$ cat config.mk
export PLATFORM = sky130hd
export DESIGN_NAME = load_store_unit
export DESIGN_NICKNAME = d
export VERILOG_FILES = /design/src/rtl/lsu_pkg.sv /design/src/rtl/lsu_align.sv /design/src/rtl/load_store_unit.sv
export SDC_FILE = /design/constraint.sdc
export NUM_CORES = 1
export LEC_CHECK = 0
export BUFFER_PORTS_ARGS = -buffer_cell sky130_fd_sc_hd__buf_2
export CORE_AREA = 4 4 120 122
export DETAILED_ROUTE_END_ITERATION = 7
export DIE_AREA = 0 0 124 126
export GPL_TIMING_DRIVEN = 0
export PLACE_DENSITY_LB_ADDON = 0.05
export SYNTH_ARGS = -nofsm -noshare
export SYNTH_HDL_FRONTEND = slang
export SYNTH_SLANG_ARGS = --single-unit
$ cat constraint.sdc
create_clock -name clk -period 2.29 [get_ports clk]
set_input_delay 0.229 -clock clk [delete_from_list [all_inputs] [get_ports clk]]
set_output_delay 0.229 -clock clk [all_outputs]
set_load 0.02 [all_outputs]
$ cat src/rtl/lsu_pkg.sv
// Shared definitions for the load/store unit: RV32I width codes, FSM states
// and fault cause encodings.
package lsu_pkg;

  localparam logic [2:0] F3_B  = 3'b000;
  localparam logic [2:0] F3_H  = 3'b001;
  localparam logic [2:0] F3_W  = 3'b010;
  localparam logic [2:0] F3_BU = 3'b100;
  localparam logic [2:0] F3_HU = 3'b101;

  typedef enum logic [1:0] {
    IDLE = 2'd0,
    WAIT = 2'd1,
    RESP = 2'd2
  } lsu_state_e;

  typedef enum logic [1:0] {
    CAUSE_NONE     = 2'b00,
    CAUSE_MISALIGN = 2'b01,
    CAUSE_RANGE    = 2'b10,
    CAUSE_TIMEOUT  = 2'b11
  } fault_cause_e;

endpackage

$ cat src/rtl/lsu_align.sv
// Combinational byte-lane steering: store-side enables/replication and
// alignment check, load-side lane extraction with sign/zero extension.
module lsu_align
  import lsu_pkg::*;
(
  input  logic [2:0]  st_funct3_i,
  input  logic [1:0]  st_addr_lo_i,
  input  logic [31:0] st_wdata_i,
  output logic [3:0]  st_be_o,
  output logic [31:0] st_wdata_o,
  output logic        st_misaligned_o,
  input  logic [2:0]  ld_funct3_i,
  input  logic [1:0]  ld_addr_lo_i,
  input  logic [31:0] ld_rdata_i,
  output logic [31:0] ld_data_o
);

  logic [31:0] ld_shifted;

  // NOTE: every signal written in a combinational block gets a default first,
  // so no path leaves it unassigned and no latch is inferred.
  always_comb begin
    st_be_o         = 4'b0000;
    st_wdata_o      = 32'h0;
    st_misaligned_o = 1'b0;
    case (st_funct3_i)
      F3_B, F3_BU: begin
        st_be_o    = 4'b0001 << st_addr_lo_i;
        st_wdata_o = {4{st_wdata_i[7:0]}};
      end
      F3_H, F3_HU: begin
        st_be_o         = 4'b0011 << st_addr_lo_i;
        st_wdata_o      = {2{st_wdata_i[15:0]}};
        st_misaligned_o = st_addr_lo_i[0];
      end
      F3_W: begin
        st_be_o         = 4'b1111;
        st_wdata_o      = st_wdata_i;
        st_misaligned_o = (st_addr_lo_i != 2'b00);
      end
      default: st_misaligned_o = 1'b1;
    endcase
  end

  // Bring the addressed lane down to bit 0 before extending.
  assign ld_shifted = ld_rdata_i >> {ld_addr_lo_i, 3'b000};

  always_comb begin
    ld_data_o = 32'h0;
    case (ld_funct3_i)
      F3_B:    ld_data_o = {{24{ld_shifted[7]}}, ld_shifted[7:0]};
      F3_BU:   ld_data_o = {24'h0, ld_shifted[7:0]};
      F3_H:    ld_data_o = {{16{ld_shifted[15]}}, ld_shifted[15:0]};
      F3_HU:   ld_data_o = {16'h0, ld_shifted[15:0]};
      F3_W:    ld_data_o = ld_rdata_i;
      default: ld_data_o = 32'h0;
    endcase
  end

endmodule

$ cat src/rtl/load_store_unit.sv
// MEM-stage load/store unit: one outstanding word-addressed memory request
// with byte enables, alignment/range checks and a bus timeout.
module load_store_unit
  import lsu_pkg::*;
#(
  parameter int unsigned DEPTH_WORDS = 1024,
  parameter int unsigned TIMEOUT     = 15
) (
  input  logic        clk,
  input  logic        rst_n,
  input  logic        req_valid,
  output logic        req_ready,
  input  logic        req_we,
  input  logic [2:0]  req_funct3,
  input  logic [31:0] req_addr,
  input  logic [31:0] req_wdata,
  input  logic [4:0]  req_rd,
  output logic        mem_req,
  output logic        mem_we,
  output logic [31:0] mem_addr,
  output logic [3:0]  mem_be,
  output logic [31:0] mem_wdata,
  input  logic        mem_ack,
  input  logic [31:0] mem_rdata,
  output logic        resp_valid,
  output logic [31:0] resp_rdata,
  output logic [4:0]  resp_rd,
  output logic        fault,
  output logic [1:0]  fault_cause,
  output logic [31:0] fault_addr,
  output logic        stall
);

  lsu_state_e   state_q, state_d;
  logic [3:0]   cnt_q, cnt_d;
  logic [2:0]   funct3_q, funct3_d;
  logic [1:0]   addr_lo_q, addr_lo_d;
  logic [4:0]   rd_q, rd_d;

  logic         mem_req_q, mem_req_d;
  logic         mem_we_q, mem_we_d;
  logic [31:0]  mem_addr_q, mem_addr_d;
  logic [3:0]   mem_be_q, mem_be_d;
  logic [31:0]  mem_wdata_q, mem_wdata_d;

  logic         resp_valid_q, resp_valid_d;
  logic [31:0]  resp_rdata_q, resp_rdata_d;
  logic [4:0]   resp_rd_q, resp_rd_d;
  logic         fault_q, fault_d;
  fault_cause_e fault_cause_q, fault_cause_d;
  logic [31:0]  fault_addr_q, fault_addr_d;

  logic         accept;
  logic         misaligned;
  logic         out_of_range;
  logic         timeout_hit;
  logic [3:0]   st_be;
  logic [31:0]  st_wdata;
  logic [31:0]  ld_data;

  lsu_align u_align (
    .st_funct3_i     (req_funct3),
    .st_addr_lo_i    (req_addr[1:0]),
    .st_wdata_i      (req_wdata),
    .st_be_o         (st_be),
    .st_wdata_o      (st_wdata),
    .st_misaligned_o (misaligned),
    .ld_funct3_i     (funct3_q),
    .ld_addr_lo_i    (addr_lo_q),
    .ld_rdata_i      (mem_rdata),
    .ld_data_o       (ld_data)
  );

  assign accept       = req_valid && (state_q == IDLE);
  assign out_of_range = ({2'b00, req_addr[31:2]} >= DEPTH_WORDS);
  // The last waiting cycle is the one where the counter would reach TIMEOUT.
  assign timeout_hit  = (cnt_q == 4'(TIMEOUT - 1));

  // State register
  // NOTE: sequential state uses non-blocking assignments so every register
  // samples its pre-edge inputs, independent of statement order.
  always_ff @(posedge clk or negedge rst_n) begin
    if (!rst_n) state_q <= IDLE;
    else        state_q <= state_d;
  end

  // Next-state logic
  always_comb begin
    state_d = state_q;
    case (state_q)
      IDLE:    if (accept && !misaligned && !out_of_range) state_d = WAIT;
      WAIT: begin
        if (mem_ack)          state_d = RESP;
        else if (timeout_hit) state_d = IDLE;
      end
      RESP:    state_d = IDLE;
      default: state_d = IDLE;
    endcase
  end

  // Output / datapath next values
  always_comb begin
    cnt_d         = 4'd0;
    funct3_d      = funct3_q;
    addr_lo_d     = addr_lo_q;
    rd_d          = rd_q;
    mem_req_d     = mem_req_q;
    mem_we_d      = mem_we_q;
    mem_addr_d    = mem_addr_q;
    mem_be_d      = mem_be_q;
    mem_wdata_d   = mem_wdata_q;
    resp_valid_d  = 1'b0;
    resp_rdata_d  = 32'h0;
    resp_rd_d     = 5'd0;
    fault_d       = 1'b0;
    fault_cause_d = CAUSE_NONE;
    fault_addr_d  = 32'h0;
    case (state_q)
      IDLE: begin
        if (accept) begin
          if (misaligned || out_of_range) begin
            fault_d       = 1'b1;
            fault_cause_d = misaligned ? CAUSE_MISALIGN : CAUSE_RANGE;
            fault_addr_d  = req_addr;
          end else begin
            mem_req_d   = 1'b1;
            mem_we_d    = req_we;
            mem_addr_d  = {2'b00, req_addr[31:2]};
            mem_be_d    = st_be;
            mem_wdata_d = st_wdata;
            funct3_d    = req_funct3;
            addr_lo_d   = req_addr[1:0];
            rd_d        = req_rd;
          end
        end
      end
      WAIT: begin
        cnt_d = cnt_q + 4'd1;
        if (mem_ack || timeout_hit) begin
          cnt_d       = 4'd0;
          mem_req_d   = 1'b0;
          mem_we_d    = 1'b0;
          mem_addr_d  = 32'h0;
          mem_be_d    = 4'b0000;
          mem_wdata_d = 32'h0;
        end
        if (mem_ack) begin
          resp_valid_d = 1'b1;
          if (!mem_we_q) begin
            resp_rdata_d = ld_data;
            resp_rd_d    = rd_q;
          end
        end else if (timeout_hit) begin
          fault_d       = 1'b1;
          fault_cause_d = CAUSE_TIMEOUT;
          fault_addr_d  = {mem_addr_q[29:0], addr_lo_q};
        end
      end
      default: ;
    endcase
  end

  always_ff @(posedge clk or negedge rst_n) begin
    if (!rst_n) begin
      cnt_q         <= 4'd0;
      funct3_q      <= 3'd0;
      addr_lo_q     <= 2'd0;
      rd_q          <= 5'd0;
      mem_req_q     <= 1'b0;
      mem_we_q      <= 1'b0;
      mem_addr_q    <= 32'h0;
      mem_be_q      <= 4'b0000;
      mem_wdata_q   <= 32'h0;
      resp_valid_q  <= 1'b0;
      resp_rdata_q  <= 32'h0;
      resp_rd_q     <= 5'd0;
      fault_q       <= 1'b0;
      fault_cause_q <= CAUSE_NONE;
      fault_addr_q  <= 32'h0;
    end else begin
      cnt_q         <= cnt_d;
      funct3_q      <= funct3_d;
      addr_lo_q     <= addr_lo_d;
      rd_q          <= rd_d;
      mem_req_q     <= mem_req_d;
      mem_we_q      <= mem_we_d;
      mem_addr_q    <= mem_addr_d;
      mem_be_q      <= mem_be_d;
      mem_wdata_q   <= mem_wdata_d;
      resp_valid_q  <= resp_valid_d;
      resp_rdata_q  <= resp_rdata_d;
      resp_rd_q     <= resp_rd_d;
      fault_q       <= fault_d;
      fault_cause_q <= fault_cause_d;
      fault_addr_q  <= fault_addr_d;
    end
  end

  assign req_ready   = (state_q == IDLE);
  assign stall       = (state_q != IDLE);
  assign mem_req     = mem_req_q;
  assign mem_we      = mem_we_q;
  assign mem_addr    = mem_addr_q;
  assign mem_be      = mem_be_q;
  assign mem_wdata   = mem_wdata_q;
  assign resp_valid  = resp_valid_q;
  assign resp_rdata  = resp_rdata_q;
  assign resp_rd     = resp_rd_q;
  assign fault       = fault_q;
  assign fault_cause = fault_cause_q;
  assign fault_addr  = fault_addr_q;

endmodule

=== Word-level counts from Yosys, hierarchy flattened ===
Cells that the tools add are included.

* Register bits after elaboration: 159
* Bits of input ports: 109
* Output and inout bits: 145
* Logic and storage cells: 107

* Add/subtract/negate cells: 1
* $lt $le $gt $ge: 1
* Equality and inequality tests: 15
* Shifts and indexed selects: 3
* Mux-type cells: 52
* Bitwise operators: 1
* Reductions and logical operators: 18

{| class="wikitable"
|+ Operator list
! operator !! number
|-
| two-way mux 32 bit || 12
|-
| case mux 32 bit (2 select lines) || 3
|-
| case mux 32 bit (5 select lines) || 1
|-
| case mux 32 bit (3 select lines) || 1
|-
| >> shifter 32 x 5 -> 16 bit || 1
|-
| >= comparator 30 x 11 -> 1 bit, second input constant || 1
|-
| two-way mux 4 bit || 5
|-
| two-way mux 2 bit || 8
|-
| two-way mux 5 bit || 3
|-
| equality test 3 bit, second input constant || 4
|-
| case mux 4 bit (3 select lines) || 1
|-
| two-way mux 1 bit || 11
|-
| case mux 2 bit (2 select lines) || 2
|-
| case mux 4 bit (2 select lines) || 1
|-
| equality test 3 x 1 -> 1 bit, second input constant || 2
|-
| equality test 3 x 2 -> 1 bit, second input constant || 2
|-
| zero test 3 bit || 2
|-
| case mux 1 bit (2 select lines) || 3
|-
| nonzero test 2 bit || 3
|-
| adder 4 x 1 -> 4 bit, second input constant || 1
|-
| equality test 4 bit, second input constant || 1
|-
| inequality test 2 x 1 -> 1 bit, second input constant || 2
|-
| inequality test 2 bit, second input constant || 2
|-
| AND reduction 4 bit || 1
|-
| 13 further kinds || 18
|}

=== Logic depth before layout (Yosys ltp) ===
Gate-level depths: netlist (run 1).

* Depth after elaboration: 8
* Gate-level depth with buffers: 9

=== Modules after synthesis ===
From an unflattened synthesis (run 1), not the netlist that was laid out.

* Cell total of the unflattened synthesis: 760
* Area, all modules: 7,741.2 um^2

{| class="wikitable"
|+ By module, submodules not included
! module !! times used !! cells an instance !! area each (um^2)
|-
| load_store_unit || 1 || 544 || 6,314.8
|-
| lsu_align || 1 || 216 || 1,426.4
|}

=== Worst setup path before layout (run 1) ===
No wires, ideal clock.

* Kind: reg-to-reg
* From: register state_q[0]
* To: register mem_wdata_q[13], in the netlist mem_wdata[13]
* Arrival time: 2.022 ns
* Required time: 2.226 ns
* Setup slack: 0.204 ns
* Cell stages (with the launch flop): 8
* Clock period less this slack: 2.086 ns
* Path through: dfrtp_1 nor2_1 nand2_1 or4_4 buf_6 buf_6 nor3_2 a221o_2

* Word-level cells in the longest chain between the ends: 4

{| class="wikitable"
|+ RTL lines
! element !! RTL line !! text
|-
| start, declared || load_store_unit.sv:34 || <nowiki>lsu_state_e state_q, state_d;</nowiki>
|-
| start signal, assigned || load_store_unit.sv:84 || <nowiki>else state_q <= state_d;</nowiki>
|-
| zero test 2 bit (*) || n/a ||
|-
| via req_ready || load_store_unit.sv:12 || <nowiki>output logic req_ready,</nowiki>
|-
| logical AND 1 bit || load_store_unit.sv:74 || <nowiki>assign accept = req_valid && (state_q == IDLE);</nowiki>
|-
| inequality test 2 x 1 -> 1 bit (no line) || n/a ||
|-
| AND reduction 4 bit (no line) || n/a ||
|-
| end signal, assigned || load_store_unit.sv:189 || <nowiki>mem_wdata_q <= mem_wdata_d;</nowiki>
|-
| end, declared || load_store_unit.sv:44 || <nowiki>logic [31:0] mem_wdata_q, mem_wdata_d;</nowiki>
|}

Mark *: on every way through the listed nets, which the timed path passes. The rest lies on a longest branch.
A chain may end at the register's enable or synchronous reset.

=== Worst setup path in the final report (run 1) ===
* From: register addr_lo_q[1]
* To: register resp_rdata_q[25], in the netlist resp_rdata[25]

* Word-level cells in the longest chain between the ends: 5

{| class="wikitable"
|+ RTL lines
! element !! RTL line !! text
|-
| start, declared || load_store_unit.sv:37 || <nowiki>logic [1:0] addr_lo_q, addr_lo_d;</nowiki>
|-
| start signal, assigned || load_store_unit.sv:183 || <nowiki>addr_lo_q <= addr_lo_d;</nowiki>
|-
| >> shifter 32 x 5 -> 16 bit || lsu_align.sv:46 || <nowiki>assign ld_shifted = ld_rdata_i >> {ld_addr_lo_i, 3'b000};</nowiki>
|-
| case mux 32 bit (5 select lines) || lsu_align.sv:50 || <nowiki>case (ld_funct3_i)</nowiki>
|-
| two-way mux 32 bit || load_store_unit.sv:149 || <nowiki>if (!mem_we_q) begin</nowiki>
|-
| two-way mux 32 bit || load_store_unit.sv:147 || <nowiki>if (mem_ack) begin</nowiki>
|-
| two-way mux 32 bit || load_store_unit.sv:118 || <nowiki>case (state_q)</nowiki>
|-
| via resp_rdata_d[25] || load_store_unit.sv:47 || <nowiki>logic [31:0] resp_rdata_q, resp_rdata_d;</nowiki>
|-
| end signal, assigned || load_store_unit.sv:191 || <nowiki>resp_rdata_q <= resp_rdata_d;</nowiki>
|-
| end, declared || load_store_unit.sv:47 ||
|}

The timed path passes the listed nets, and every way through them passes these cells.

==> results of run 1 <==
[synthesized netlist by cell type, types with 2 or more instances]
master and count:
a21o_1 3, a21oi_1 29, a221o_1 18, a221o_2 6, a22o_1 52, a22oi_1 14, a31oi_1 2, and2_1 28
and3_1 8, buf_1 3, buf_2 12, buf_4 3, buf_6 4, clkbuf_1 18, dfrtp_1 157, ha_1 2
inv_1 3, mux2i_1 16, mux4_2 8, nand2_1 56, nand2b_1 2, nand3_1 2, nor2_1 20, nor2b_1 5
nor3_1 6, nor3_2 3, nor3b_1 2, nor4_1 5, o21ai_0 11, o2bb2ai_1 3, or4_4 2
[worst reg2reg max path: stages (launching register included)]
cell and delay (ns):
dfrtp_1 0.32, clkbuf_4 0.22, mux4_2 0.52, nand2_1 0.10, or3_1 0.11, buf_2 0.20
o21a_2 0.26, clkbuf_4 0.23, a21oi_1 0.08
[worst max path at each step]
stage	startpoint	endpoint	slack, ns	depth (start not counted)
2_1_floorplan	state_q[0]	mem_wdata[13]	0.20	7
3_3_place_gp	rst_n	mem_addr[16]	-1.21	1
3_5_place_dp	req_addr[25]	mem_req	-0.16	9
4_1_cts	cnt_q[0]	mem_addr[19]	0.04	9
5_1_grt	state_q[0]	mem_req	0.0005	8
6_report	addr_lo_q[1]	resp_rdata[25]	0.13	8
[state kept, by name, indices dropped and copies added, names as in the netlist]
register,cells
cnt_q,4
resp_valid,1
rd_q,5
mem_req,1
fault_addr,32
fault,1
resp_rdata,32
resp_rd,5
mem_wdata,32
funct3_q,3
mem_be,4
mem_we,1
addr_lo_q,2
mem_addr,30
state_q,2
fault_cause,2
[cell type report]
class	instances	area (um2)	share of cell area
clock buffers	21	450	0.0526
well taps	176	220	0.0257
repair buffers	257	1340	0.156
flip-flops and latches	157	3930	0.459
multi-input cells	317	2270	0.265
clock inverters	11	119	0.0139
plain buffers	40	221	0.0259
inverters	4	15.0	0.00175
[layer usage]
metal	wire [um]	global-route usage
met3	1610	0.0628
met1	7370	0.314
met2	9270	0.397
met4	289	0.0844
met5	0	0
[power groups by stage]
| stage | registers (mW) | clock network, mW | logic [mW] |
|---|---|---|---|
| floorplan | 2.91 | 0 | 0.103 |
| finish | 2.82 | 2.72 | 0.401 |
| CTS | 2.82 | 2.76 | 0.403 |
| global placement | 2.86 | 0 | 0.380 |
| detailed placement | 2.87 | 0 | 0.396 |
| global route | 2.82 | 2.88 | 0.440 |
[cell families after synthesis]
logic type / count (synthesis) / share of synthesized area
xor gates and xnor gates: 2 / 0.00274
other: 1 / 0.000586
muxes: 24 / 0.0532
and+or+nand+nor: 146 / 0.120
DFF: 157 / 0.614
adders and majority gates: 2 / 0.00391
buffers and inverters: 44 / 0.0346
AOI/OAI and AO/OA: 141 / 0.170
[placed cells by master (no fill, tap or decap), types with 5 or more instances in the layout]
cell type / netlist / final
nor2_1: 20 / 19
and2_1: 28 / 28
and3_1: 8 / 8
nand2_1: 56 / 56
clkbuf_1: 18 / 20
clkbuf_16: 0 / 17
a221o_2: 6 / 6
clkbuf_4: 0 / 5
mux2i_1: 16 / 16
dfrtp_1: 157 / 157
nor3_1: 6 / 5
buf_6: 4 / 5
a22oi_1: 14 / 14
buf_4: 3 / 5
a21oi_1: 29 / 29
buf_2: 12 / 256
a22o_1: 52 / 52
a221o_1: 18 / 18
mux4_2: 8 / 8
o21ai_0: 11 / 11
[through the flow]
step | TNS, ns | hold slack [ns] | utilization | setup WS [ns] | power [mW]
floorplan | 0 | -0.0666 | - | 0.204 | 3.01
global placement | -192.18 | 0.431 | 0.597 | -1.21 | 3.24
detailed placement | -8.31 | 0.276 | 0.599 | -0.160 | 3.26
CTS | 0 | 0.0113 | 0.646 | 0.0359 | 5.97
global route | 0 | 0.0252 | 0.649 | 0.000483 | 6.14
finish | 0 | 0.0165 | 0.649 | 0.134 | 5.94
[timing repair]
item | CTS | global route
hold buffers | 4 | 0
hold endpoints to repair | 73 | 0
buffers inserted | 0 | 2
endpoints found under the setup margin | 42 | 64
gates resized for setup | 3 | 11
==> out/metrics.yaml, run 1 <==
hold_depth: 3
crit_slowest_cell: "mux4_2"
setup_viol: 0
end_kind: "register"
fin_crit_ns: 2.16
hold_viol_final: 0
slowest_delay_ns: 0.51
portBuffers: 250
syn_inst: 517
dieArea_um2: 15600
cts_buffers: 17
clockBufferDepth: 2
first_global_vias: 5574
reg2regPathDepth: 8
grt_pass1_wl_mm: 29.3
min_to: "rd_q[3]"
power_leakage_nw: 4.69
hpwl_mm: 13.8
internal_power_mw: 4.59
r2r_slack_ns: 0.13
cp.arrival_ns: 2.44
power_density_nw_per_um2: 693
wl_per_cell_um: 18.9
syn_to_final_growth_pct: 33.9
crit_family: "buffers and inverters"
path_cells: "clkbuf_4, mux4_2, nand2_1, or3_1, buf_2, o21a_2, clkbuf_4, a21oi_1"
synth-warning-count: 0
nFillCells: 1105
tightest_slew_ns: 0.661
finClkSkew_ns: 0.00819
cts_tree: "done"
worstSetupStartpointType: "register"
synth_area_leaders: "dfrtp_1, a22o_1, nand2_1"
yosys.area.top_type: "dfrtp_1"
min_period_over_period: 0.941
initial_core_util: 0.485
cp_num_buf_inv: 3
placed_area_um2: 7910
antennaDiodeCount: 0
cts_sinks: 157
antenna_found_initial: 0
synthArstFlopShare: 1.00
pwr-share-comb: 0.068
p_seq_frac: 0.474
drc: 0
gp_congestion: 0.825
grt_max_degree: 88
die_x_um: 124
min_path_type: "in2reg"
p_sw_mw: 1.35
ir_worst_vdd_mv: 0.385
path_clk_slew_ns: 0.06
ant_nets: 0
critPathKind: "reg2reg"
via_per_inst: 5.46
wl_mm: 18.5
hp-start: "req_rd[3]"
stdcell_area_um2: 8570
dpl.cell_count: 945
clk_latency_ns: 0.42
crit_fanout: 10
r2r-end: "resp_rdata[25]"
synth_area_um2: 6400
synthFlopType: "dfrtp_1"
synth-seq-cells: 157
core_area_um2: 13200
synth_cell_types: 45
switching_share: 0.227
stdcell_count: 983
io_pins: 254
max-slew-margin-rel: 0.559
slew_violations: 0
drtPass1Iterations: 5
drt_iter0_markers: 468
die_h_um: 126
avgSynthCellArea_um2: 12.4
synth_top_cell_area_share: 0.614
fin_nets: 905
rsz0062_at_grt: "false"
crit_path_frequent_cell: "clkbuf_4"
fmax_ghz: 0.464
maxCapViolations: 0
drive_above_1_share: 0.411
timing.rr.start: "addr_lo_q[1]"
ys_seq_area_frac: 0.614
htreeDepth: 4
pwr-share-clk: 0.458
grt.overflow.total: 0
clock-root-buffer: "clkbuf_16"
status: "finished, final reports clean"
vias: 5367
rows: 42
grt_usage: 0.243
cp.required_ns: 2.57
synth_edf_count: 0
(Power assumes the default switching activity.)
==> run 2: changes to the inputs <==
--- a/config.mk
+++ b/config.mk
@@ -6,11 +6,12 @@
 export NUM_CORES = 1
 export LEC_CHECK = 0
 export BUFFER_PORTS_ARGS = -buffer_cell sky130_fd_sc_hd__buf_2
-export CORE_AREA = 4 4 120 122
+export CORE_AREA = 4 4 129 131
 export DETAILED_ROUTE_END_ITERATION = 7
-export DIE_AREA = 0 0 124 126
+export DIE_AREA = 0 0 133 135
 export GPL_TIMING_DRIVEN = 0
 export PLACE_DENSITY_LB_ADDON = 0.05
 export SYNTH_ARGS = -nofsm -noshare
 export SYNTH_HDL_FRONTEND = slang
+export SYNTH_HIERARCHICAL = 1
 export SYNTH_SLANG_ARGS = --single-unit
==> run 2 against run 1 <==
  * Area after synthesis grew 21%
  * Design area grew 16%
  * Critical path depth is the same
  * Via count grew 32%
  * Final cell count grew 28%
  * Register-to-register slack gained 0.05 ns
  * Clock power grew 7%
  * Critical path type is now in2reg
  * Critical endpoint is now mem_addr[7]
==> out/metrics.yaml, run 2 <==
synth_cell_types: 57  # +27%
clk_latency_ns: 0.43  # about the same
path_cells: "buf_2, nor4_1, and3_1, clkbuf_1, clkbuf_1, clkbuf_1, nand4_1, nand3_1"
avgSynthCellArea_um2: 10.2  # -18%
p_sw_mw: 1.60  # +18%
wl_mm: 23.2  # +25%
cp.required_ns: 2.65  # +0.08 ns
synth-seq-cells: 157  # unchanged
crit_path_frequent_cell: "clkbuf_1"
initial_core_util: 0.496  # +0.0114
stdcell_count: 1263  # +28%
internal_power_mw: 4.68  # +1.9%
gp_congestion: 0.899  # +8.9%
min_path_type: "in2reg"
rows: 46  # +9.5%
antenna_found_initial: 1  # +1
grt_max_degree: 101  # +15%
power_leakage_nw: 4.66  # -0.49%
ir_worst_vdd_mv: 0.512  # +33%
synth_compound_gate_area_share: 0.197  # +0.0266
antennaDiodeCount: 0  # unchanged
syn_to_final_growth_pct: 28.7
finClkSkew_ns: 0.0134  # +0.00521 ns
switching_share: 0.254  # +0.0273
stdcell_area_um2: 9960  # +16%
hold_viol_final: 0  # unchanged
end_kind: "register"
hpwl_mm: 17.1  # +23%
setup_viol: 0  # unchanged
io_pins: 254  # unchanged
drc: 0  # unchanged
ys_seq_area_frac: 0.508  # -0.107
drive_above_1_share: 0.334  # -0.0771
worstSetupStartpointType: "input pin"
clockBufferDepth: 2  # unchanged
dpl.cell_count: 1230  # +30%
cts_sinks: 157  # unchanged
yosys-top-cells-count: "dfrtp_1, nand2_1, nand3_1"
first_global_vias: 6850  # +23%
crit_slowest_cell: "nor4_1"
die_x_um: 133  # +7.3%
drt_iter0_markers: 516  # +10%
grt.overflow.total: 0  # unchanged
rsz0062_at_grt: "false"
cts_buffers: 17  # unchanged
synthFlopType: "dfrtp_1"
dieArea_um2: 18000  # +15%
core_area_um2: 15600  # +18%
cts_setup_buffers: 0  # unchanged
synthArstFlopShare: 1.00  # unchanged
power_density_nw_per_um2: 630  # -9.2%
synthAdderAreaFrac: 0.00323  # -0.000680
synth_mux_area_frac: 0.0299  # -0.0233
tightest_slew_ns: 0.624  # -0.0371 ns
post-route-util: 0.639  # -0.0107
fin_crit_ns: 2.12  # -0.0368 ns
layout_commonest_cell: "buf_2"
cts_tree: "done"
power_mw: 6.27  # +5.6%
slew_violations: 0  # unchanged
maxCapViolations: 0  # unchanged
drtPass1Iterations: 6  # +1
wl_per_cell_um: 18.4  # -2.5%
status: "finished, final reports clean"
synth_top_cell_area_share: 0.508  # -0.107
slowest_delay_ns: 0.51  # about the same
critPathKind: "in2reg"
ant_nets: 0  # unchanged
pwr-share-clk: 0.462  # +0.004
synth-warning-count: 6  # +6
pwr-share-comb: 0.090  # +0.022
portBuffers: 251  # +0.40%
vias: 7098  # +32%
max-slew-margin-rel: 0.580  # +0.0204
min_period_over_period: 0.925  # -0.0161
grt_usage: 0.254  # +0.0108
synth_top_family_by_area: "simple AND/OR/NAND/NOR gates"
via_per_inst: 5.62  # +2.9%
yosys.area_share.simple: 0.205  # +0.0851
fin_nets: 1145  # +27%
grt_pass1_wl_mm: 36.4  # +24%
die_h_um: 135  # +7.1%
synth_area_um2: 7740  # +21%
yosys.area.top_type: "dfrtp_1"
htreeDepth: 4  # unchanged
synth_xor_area_frac: 0.00436  # +0.00163
cp.arrival_ns: 2.48  # +0.04 ns
syn_inst: 760  # +47%
path_clk_slew_ns: 0.07  # about the same
p_seq_frac: 0.449  # -0.025
synth.most_common_cell: "dfrtp_1"
crit_fanout: 10  # unchanged
final_cell_mix: "buf_2, dfrtp_1, nand2_1"
clock-root-buffer: "clkbuf_16"
synth_edf_count: 0  # unchanged
fmax_ghz: 0.472  # +1.7%
placed_area_um2: 9330  # +18%
synth_area_leaders: "dfrtp_1, o211ai_1, nand3_1"
==> run 2: cell types whose count changed after synthesis, sizes merged, moves of 20 or more <==
cell and change:
clkbuf +30, a22o -20, o211ai +55, nand4 +47
nand3 +64, a21boi +20, a221o -24
==> run 2: metrics by stage <==
step / hold slack [ns] / setup slack [ns] / setup TNS [ns]
4_1_cts: 0.0235 / 0.0328 / 0
5_1_grt: 0.0251 / 0.0137 / 0
2_1_floorplan: -0.0666 / 0.310 / 0
6_report: 0.0371 / 0.171 / 0
3_3_place_gp: 0.452 / -1.37 / -227.45
3_5_place_dp: 0.292 / -0.592 / -17.92
==> run 2: power by group through the flow <==
| stage | Sequential [mW] | Clock, mW | Combinational, mW |
|---|---|---|---|
| finish | 2.81 | 2.90 | 0.562 |
| global route | 2.82 | 3.06 | 0.615 |
| floorplan | 2.91 | 0 | 0.216 |
| detailed placement | 2.87 | 0 | 0.557 |
| global placement | 2.87 | 0 | 0.543 |
| CTS | 2.81 | 2.93 | 0.562 |
==> run 2: logic make-up after synthesis <==
logic type                 after synthesis
buffers and inverters                   81
other                                    1
adders and majority gates                2
DFF                                    157
xor gates and xnor gates                 3
and+or+nand+nor                        294
AOI/OAI and AO/OA                      202
muxes                                   20
==> run 2: final timing paths <==
| path | from | to | slack [ns] | cells after the start |
|---|---|---|---|---|
| setup reg to reg | state_q[0] | rd_q[2] | 0.18 | 5 |
| hold reg to reg | rd_q[2] | resp_rd[2] | 0.47 | 1 |
| setup / recovery | req_addr[17] | mem_addr[7] | 0.17 | 8 |
| hold / removal | req_addr[16] | fault_addr[16] | 0.04 | 2 |
| min in group asynchronous | rst_n | fault_addr[31] | 0.38 | 3 |
| max in group asynchronous | rst_n | mem_wdata[31] | 1.23 | 4 |
==> run 2: cell type report <==
cell class | count | area, um2
inverters | 3 | 11.3
clock inverters | 14 | 171
well taps | 216 | 270
repair buffers | 254 | 1330
multi-input cells | 523 | 3420
plain buffers | 78 | 400
clock buffers | 18 | 429
fillers | 1349 | 5630
flip-flops and latches | 157 | 3930
==> run 2: what timing repair did <==
item,CTS,global route
setup endpoints to repair,19,39
hold buffers,1,0
hold endpoints to repair,99,0
gates resized for setup,2,14
==> run 2: critical path: cells and delay by family <==
family / cells / cell delay, ns
buf+inv: 4 / 1.24
simple gates: 4 / 1.00
==> run 2: per-layer routing <==
metal,vias to the layer above,global-route usage,wire (um)
li1,3348,-,-
met1,3396,0.343,9940
met2,311,0.410,11200
met3,41,0.0577,1620
met4,2,0.0797,408
met5,-,0,12
